<file path="src/rtl/edge_pkg.sv">
// Shared Sobel kernel constants plus width and saturation helpers for the streaming edge detector.
package edge_pkg;

   // Kernels are indexed [row][column], with row 0 at the top of the window.
   localparam int SOBEL_GX [3][3] = '{'{-1, 0, 1}, '{-2, 0, 2}, '{-1, 0, 1}};
   localparam int SOBEL_GY [3][3] = '{'{-1, -2, -1}, '{0, 0, 0}, '{1, 2, 1}};

   function automatic int gradWidth(input int pixW);
      return pixW + 3;
   endfunction

   function automatic int magWidth(input int pixW);
      return pixW + 2;
   endfunction

   function automatic int saturate(input int value, input int maxVal);
      return (value > maxVal) ? maxVal : value;
   endfunction

endpackage

</file>
<file path="src/rtl/sobel_line_buffer.sv">
// Single-port line RAM with a combinational read, so a write in the same cycle sees the old word.
// One cycle to write; it has no handshake because the owner gates wrEn.
module sobel_line_buffer #(
   parameter int DEPTH  = 100,
   parameter int WIDTH  = 16,
   parameter int ADDR_W = $clog2(DEPTH)
) (
   input  logic              clk,
   input  logic              wrEn,
   input  logic [ADDR_W-1:0] addr,
   input  logic [WIDTH-1:0]  wrDat,
   output logic [WIDTH-1:0]  rdDat
);

   logic [WIDTH-1:0] mem [DEPTH];

   assign rdDat = mem[addr];

   always_ff @(posedge clk) begin
      if (wrEn) begin
         mem[addr] <= wrDat;
      end
   end

endmodule

</file>
<file path="src/rtl/sobel_stream_edge.sv">
// Streaming 3x3 Sobel L1 magnitude over a raster pixel stream with one output register; the pipeline stalls whole when it is full.
// EDGE_THRESHOLD_EN swaps the saturated magnitude for a binary edge map compared against THRESH.
module sobel_stream_edge
   import edge_pkg::*;
#(
   parameter int IMG_W  = 100,
   parameter int IMG_H  = 100,
   parameter int PIX_W  = 8,
   parameter int THRESH = 128
) (
   input  logic             clk_i,
   input  logic             rst_i,
   input  logic [PIX_W-1:0] in_pix_i,
   input  logic             in_valid_i,
   output logic             in_ready_o,
   output logic [PIX_W-1:0] out_pix_o,
   output logic             out_valid_o,
   input  logic             out_ready_i,
   output logic             out_last_o
);

   localparam int XW      = $clog2(IMG_W);
   localparam int YW      = $clog2(IMG_H);
   localparam int GW      = gradWidth(PIX_W);
   localparam int MW      = magWidth(PIX_W);
   localparam int PIX_MAX = (1 << PIX_W) - 1;
   localparam logic [XW-1:0] X_LAST = XW'(IMG_W - 1);
   localparam logic [YW-1:0] Y_LAST = YW'(IMG_H - 1);

   if (IMG_W < 3 || IMG_H < 3 || THRESH < 0) begin : gBadParams
      $error("sobel_stream_edge: frame must be at least 3x3 and THRESH non-negative");
   end

   logic [XW-1:0]    colCnt;
   logic [YW-1:0]    rowCnt;
   logic             inFire;
   logic             winDone;
   logic             frameEnd;
   logic [PIX_W-1:0] rowAbove;
   logic [PIX_W-1:0] rowTwoAbove;
   logic [PIX_W-1:0] win  [3][2];
   logic [PIX_W-1:0] taps [3][3];
   int               accX;
   int               accY;
   logic signed [GW-1:0] gradX;
   logic signed [GW-1:0] gradY;
   logic [GW-1:0]    absX;
   logic [GW-1:0]    absY;
   logic [GW-1:0]    absSum;
   logic [MW-1:0]    mag;
   logic [PIX_W-1:0] edgePix;

   assign in_ready_o = rst_i && (!out_valid_o || out_ready_i);
   assign inFire     = in_valid_i && in_ready_o;
   assign winDone    = (colCnt >= XW'(2)) && (rowCnt >= YW'(2));
   assign frameEnd   = (colCnt == X_LAST) && (rowCnt == Y_LAST);

   always_ff @(posedge clk_i or negedge rst_i) begin
      if (!rst_i) begin
         colCnt <= '0;
         rowCnt <= '0;
      end else if (inFire) begin
         if (colCnt == X_LAST) begin
            colCnt <= '0;
            rowCnt <= (rowCnt == Y_LAST) ? '0 : rowCnt + YW'(1);
         end else begin
            colCnt <= colCnt + XW'(1);
         end
      end
   end

   // Both history rows share one word: the current pixel moves into the y-1 half, old y-1 into the y-2 half.
   sobel_line_buffer #(
      .DEPTH (IMG_W),
      .WIDTH (2 * PIX_W),
      .ADDR_W(XW)
   ) uLineBuf (
      .clk  (clk_i),
      .wrEn (inFire),
      .addr (colCnt),
      .wrDat({in_pix_i, rowAbove}),
      .rdDat({rowAbove, rowTwoAbove})
   );

   // Only the two older columns are stored; the newest column comes straight from the buffers and input.
   always_comb begin
      for (int r = 0; r < 3; r++) begin
         taps[r][0] = win[r][0];
         taps[r][1] = win[r][1];
      end
      taps[0][2] = rowTwoAbove;
      taps[1][2] = rowAbove;
      taps[2][2] = in_pix_i;
   end

   always_ff @(posedge clk_i or negedge rst_i) begin
      if (!rst_i) begin
         for (int r = 0; r < 3; r++) begin
            win[r][0] <= '0;
            win[r][1] <= '0;
         end
      end else if (inFire) begin
         for (int r = 0; r < 3; r++) begin
            win[r][0] <= taps[r][1];
            win[r][1] <= taps[r][2];
         end
      end
   end

   always_comb begin
      accX = 0;
      accY = 0;
      for (int r = 0; r < 3; r++) begin
         for (int c = 0; c < 3; c++) begin
            accX += SOBEL_GX[r][c] * int'(taps[r][c]);
            accY += SOBEL_GY[r][c] * int'(taps[r][c]);
         end
      end
      gradX = GW'(accX);
      gradY = GW'(accY);
   end

   // |G| never exceeds 4*PIX_MAX, so the absolute values and their sum still fit in GW unsigned bits.
   assign absX   = gradX[GW-1] ? $unsigned(-gradX) : $unsigned(gradX);
   assign absY   = gradY[GW-1] ? $unsigned(-gradY) : $unsigned(gradY);
   assign absSum = absX + absY;
   assign mag    = MW'(absSum >> 1);

`ifdef EDGE_THRESHOLD_EN
   assign edgePix = (int'(mag) >= THRESH) ? PIX_W'(PIX_MAX) : '0;
`else
   assign edgePix = PIX_W'(saturate(int'(mag), PIX_MAX));
`endif

   always_ff @(posedge clk_i or negedge rst_i) begin
      if (!rst_i) begin
         out_valid_o <= 1'b0;
         out_pix_o   <= '0;
         out_last_o  <= 1'b0;
      end else if (inFire && winDone) begin
         out_valid_o <= 1'b1;
         out_pix_o   <= edgePix;
         out_last_o  <= frameEnd;
      end else if (out_ready_i) begin
         out_valid_o <= 1'b0;
         out_last_o  <= 1'b0;
      end
   end

endmodule

</file>
<file path="config.mk">
export PLATFORM = sky130hd
export DESIGN_NAME = sobel_stream_edge
export DESIGN_NICKNAME = d
export VERILOG_FILES = /design/src/rtl/edge_pkg.sv /design/src/rtl/sobel_line_buffer.sv /design/src/rtl/sobel_stream_edge.sv
export SDC_FILE = /design/constraint.sdc
export NUM_CORES = 2
export LEC_CHECK = 0
export ABC_AREA = 1
export CORE_UTILIZATION = 45
export CTS_CLUSTER_SIZE = 40
export DETAILED_ROUTE_END_ITERATION = 8
export GPL_TIMING_DRIVEN = 0
export PLACE_DENSITY = 0.57
export SLEW_MARGIN = 20
export SYNTH_ARGS = -nofsm -noshare
export SYNTH_HDL_FRONTEND = slang
export SYNTH_SLANG_ARGS = --single-unit
export TNS_END_PERCENT = 1
</file>
<file path="constraint.sdc">
create_clock -name clk_i -period 9.3 [get_ports clk_i]
set_input_delay 1.86 -clock clk_i [delete_from_list [all_inputs] [get_ports clk_i]]
set_output_delay 1.86 -clock clk_i [all_outputs]
set_load 0.01 [all_outputs]
</file>
==> impl_metrics.py <==
metrics = {
    "setup_path": {
        "worstPathMaxFanout": 10,
        "crit_start": "colCnt[4]",
        "cp_common_cell": "nand2_1",
        "worstPathRequired_ps": 10010,
        "arrival_ps": 9790,
        "critical_path_class": "reg2reg",
        "endpoint_kind": "register",
        "cp-start-kind": "register",
        "crit_path_top_delay_cell": "clkinv_1",
        "timing.rr.start": "colCnt[4]",
        "max_stage_delay_ps": 850,
    },
    "placed_design": {
        "dpl.cell_count": 7128,
        "gp_congestion": 1.04,
        "portBuffers": 22,
        "place_hpwl_um": 187000,
        "pre_cts_ws_ps": -222,
    },
    "synthesis": {
        "synthesis.area_mm2": 0.0675,
        "synth_seq_area_share_pct": 73.9,
        "yosys_warnings": 0,
        "netlist-cell-type-count": 61,
        "syn-instance-count": 5089,
        "synth_nets": 5212,
        "ys_ff_latch": 1672,
        "synth.avg_cell_area_um2": 13.3,
    },
    "detailed_routing": {
        "drtPass1Iterations": 7,
        "antenna_left": 0,
        "routed_wl_um": 293000,
        "drt_iter0_markers": 8554,
        "drcViolationCount": 0,
        "vias": 47526,
        "wl_per_cell_um": 39.2,
        "routed_via_density": 6.36,
    },
    "timing": {
        "worst_clock_skew_ps": 66.4,
        "worst_pin_slew_ps": 1310,
        "post-route-period-util_pct": 97.6,
        "fin_ws_ps": 222,
        "holdWs_ps": 483,
        "setup_tns_ps": 0,
        "hold_viol": 0,
        "maxSlewHeadroom_pct": 12.4,
        "final_max_slew_viol_count": 0,
        "max_freq_mhz": 110,
        "setup_viol": 0,
        "period_minus_slack_ps": 9080,
    },
    "cells_and_area": {
        "area_growth_pct": 15.7,
        "fillers": 12552,
        "nets": 5503,
        "final_cells": 7469,
        "drive_gt1_share_pct": 12.6,
    },
    "clocking": {
        "path_clk_slew_ps": 60,
        "clockBufferDepth": 3,
        "cts_root_buf": "clkbuf_16",
        "numCtsBuffers": 173,
        "cts_tree": "done",
        "numClockSinks": 1672,
        "htree_levels": 4,
        "clkLatencyLatePin_ps": 870,
    },
    "die": {
        "initial_utilization_pct": 45.5,
        "ios": 23,
        "fp.dieH_um": 389,
        "die_w_um": 389,
        "coreArea_mm2": 0.148,
        "num_rows": 141,
        "die_area_mm2": 0.151,
    },
    "global_routing": {
        "grt_overflow": 0,
        "grt_pass1_vias": 42496,
        "grt_usage_pct": 38.4,
        "grt_max_degree": 82,
        "antenna_found_initial": 35,
        "grt_pass1_wl_um": 382000,
    },
    "outcome": {
        "status": "complete, no violations",
    },
    "run": {
        "max_cap_viol_count": 0,
    },
    "min_path": {
        "hp-class": "reg2reg",
        "min_from": "taps[36]",
    },
}
## timing repair
| item | CTS | global route |
|---|---|---|
| hold buffers | 0 | 0 |
| pin swaps | 0 | 3 |
| endpoints found under the setup margin | 8 | 8 |
| gates resized for setup | 5 | 63 |
| buffers inserted | 0 | 4 |
| cloned | 0 | 2 |
## cell type report
cell class / instances / area, um^2 / share of cell area [%]
Multi-Input combinational cell: 2840 / 15700 / 20.1
Clock buffer: 211 / 4510 / 5.78
Buffer: 211 / 1310 / 1.68
Timing Repair Buffer: 114 / 1810 / 2.32
Tap cell: 1930 / 2410 / 3.09
Inverter: 368 / 1400 / 1.79
Sequential cell: 1672 / 49800 / 63.9
Antenna cell: 22 / 55.1 / 0.0705
Clock inverter: 101 / 1010 / 1.30
## cell usage in the layout (no fill, tap or decap), types with 65 or more instances in the layout
cell type     n
nand2_1    1384
buf_2        85
nand4_1     167
clkbuf_16   174
dfrtp_1      72
a22oi_1     177
nand3_1     118
o21ai_0     154
inv_1       351
a22o_1       68
nor2_1      195
a21oi_1      71
edfxtp_1   1600
buf_6        65
## metal layers
layer	share of wire [%]	up-vias	track usage [%]
li1	-	18857	-
met1	34	23457	47.7
met2	41	4149	52.9
met3	16	1037	16.6
met4	9.0	26	28.7
met5	0.068	-	0
## critical path: cells and delay by family, from the launching register on
kind                     cells  cell delay, ps
adder cells (fa/ha/maj)      6            2640
AND/OR/NAND/NOR             15            2540
buffers and inverters        7            2050
AO/OA/AOI/OAI                4            1100
flip-flops                   1             420
XOR/XNOR                     1             160
## logic make-up after synthesis
family                     Yosys count  synth area share [%]
and+or+nand+nor                   2046                  12.6
DFF                               1672                  73.9
AOI/OAI and AO/OA                  641                  6.48
buffers and inverters              579                  3.77
adders and majority gates          111                  2.76
xor gates and xnor gates            40                 0.519
## Yosys cell counts (all sizes together)
master	instances	share of area (%)
o21bai	1	0.011
a22oi	179	2.0
o221ai	1	0.013
nand3b	7	0.078
a211oi	4	0.045
a221oi	31	0.43
nor3	17	0.17
clkbuf	50	0.28
a22o	68	0.88
dfrtp	72	2.7
and2	3	0.028
o21a	4	0.045
a41oi	1	0.013
a31oi	7	0.065
ha	48	0.89
or2	15	0.14
fa	63	1.9
and3	4	0.037
edfxtp	1600	71
o31ai	8	0.089
o2bb2ai	3	0.039
xor2	31	0.40
xnor2	9	0.12
o211ai	13	0.14
nor3b	1	0.011
inv	366	2.0
clkinv	2	0.011
o31a	1	0.013
a21boi	1	0.011
nor4	2	0.019
a21o	2	0.022
nand3	125	0.99
a21oi	73	0.55
o2111ai	47	0.61
o22ai	13	0.12
buf	161	1.4
nor2	314	1.8
o21ai	182	1.3
a211o	1	0.013
nand2	1391	7.8
nand4	167	1.5
o211a	1	0.015
## flip-flops by register name, indices dropped and copies added (netlist names)
register      flops
out_last_o        1
out_valid_o       1
uLineBuf.mem   1600
out_pix_o         8
colCnt            7
taps             48
rowCnt            7
## worst paths after layout
path	slack, ps	depth (start not counted)	endpoint
min in group asynchronous	1030	1	out_pix_o[5]
max	220	33	out_pix_o[7]
max reg2reg	220	33	out_pix_o[7]
min	480	2	taps[44]
min reg2reg	480	2	taps[44]
max in group asynchronous	7620	2	taps[43]
## through the flow
stage	util, %	area [um^2]
finish	52.7	78000
global route	52.6	78000
detailed placement	48.7	72200
global placement	47.3	70100
CTS	52.5	77800
floorplan	-	67500
Power is left out: the tool's default activity adds up to more than one toggle a clock period on the data nets, which glitch-free logic cannot reach.
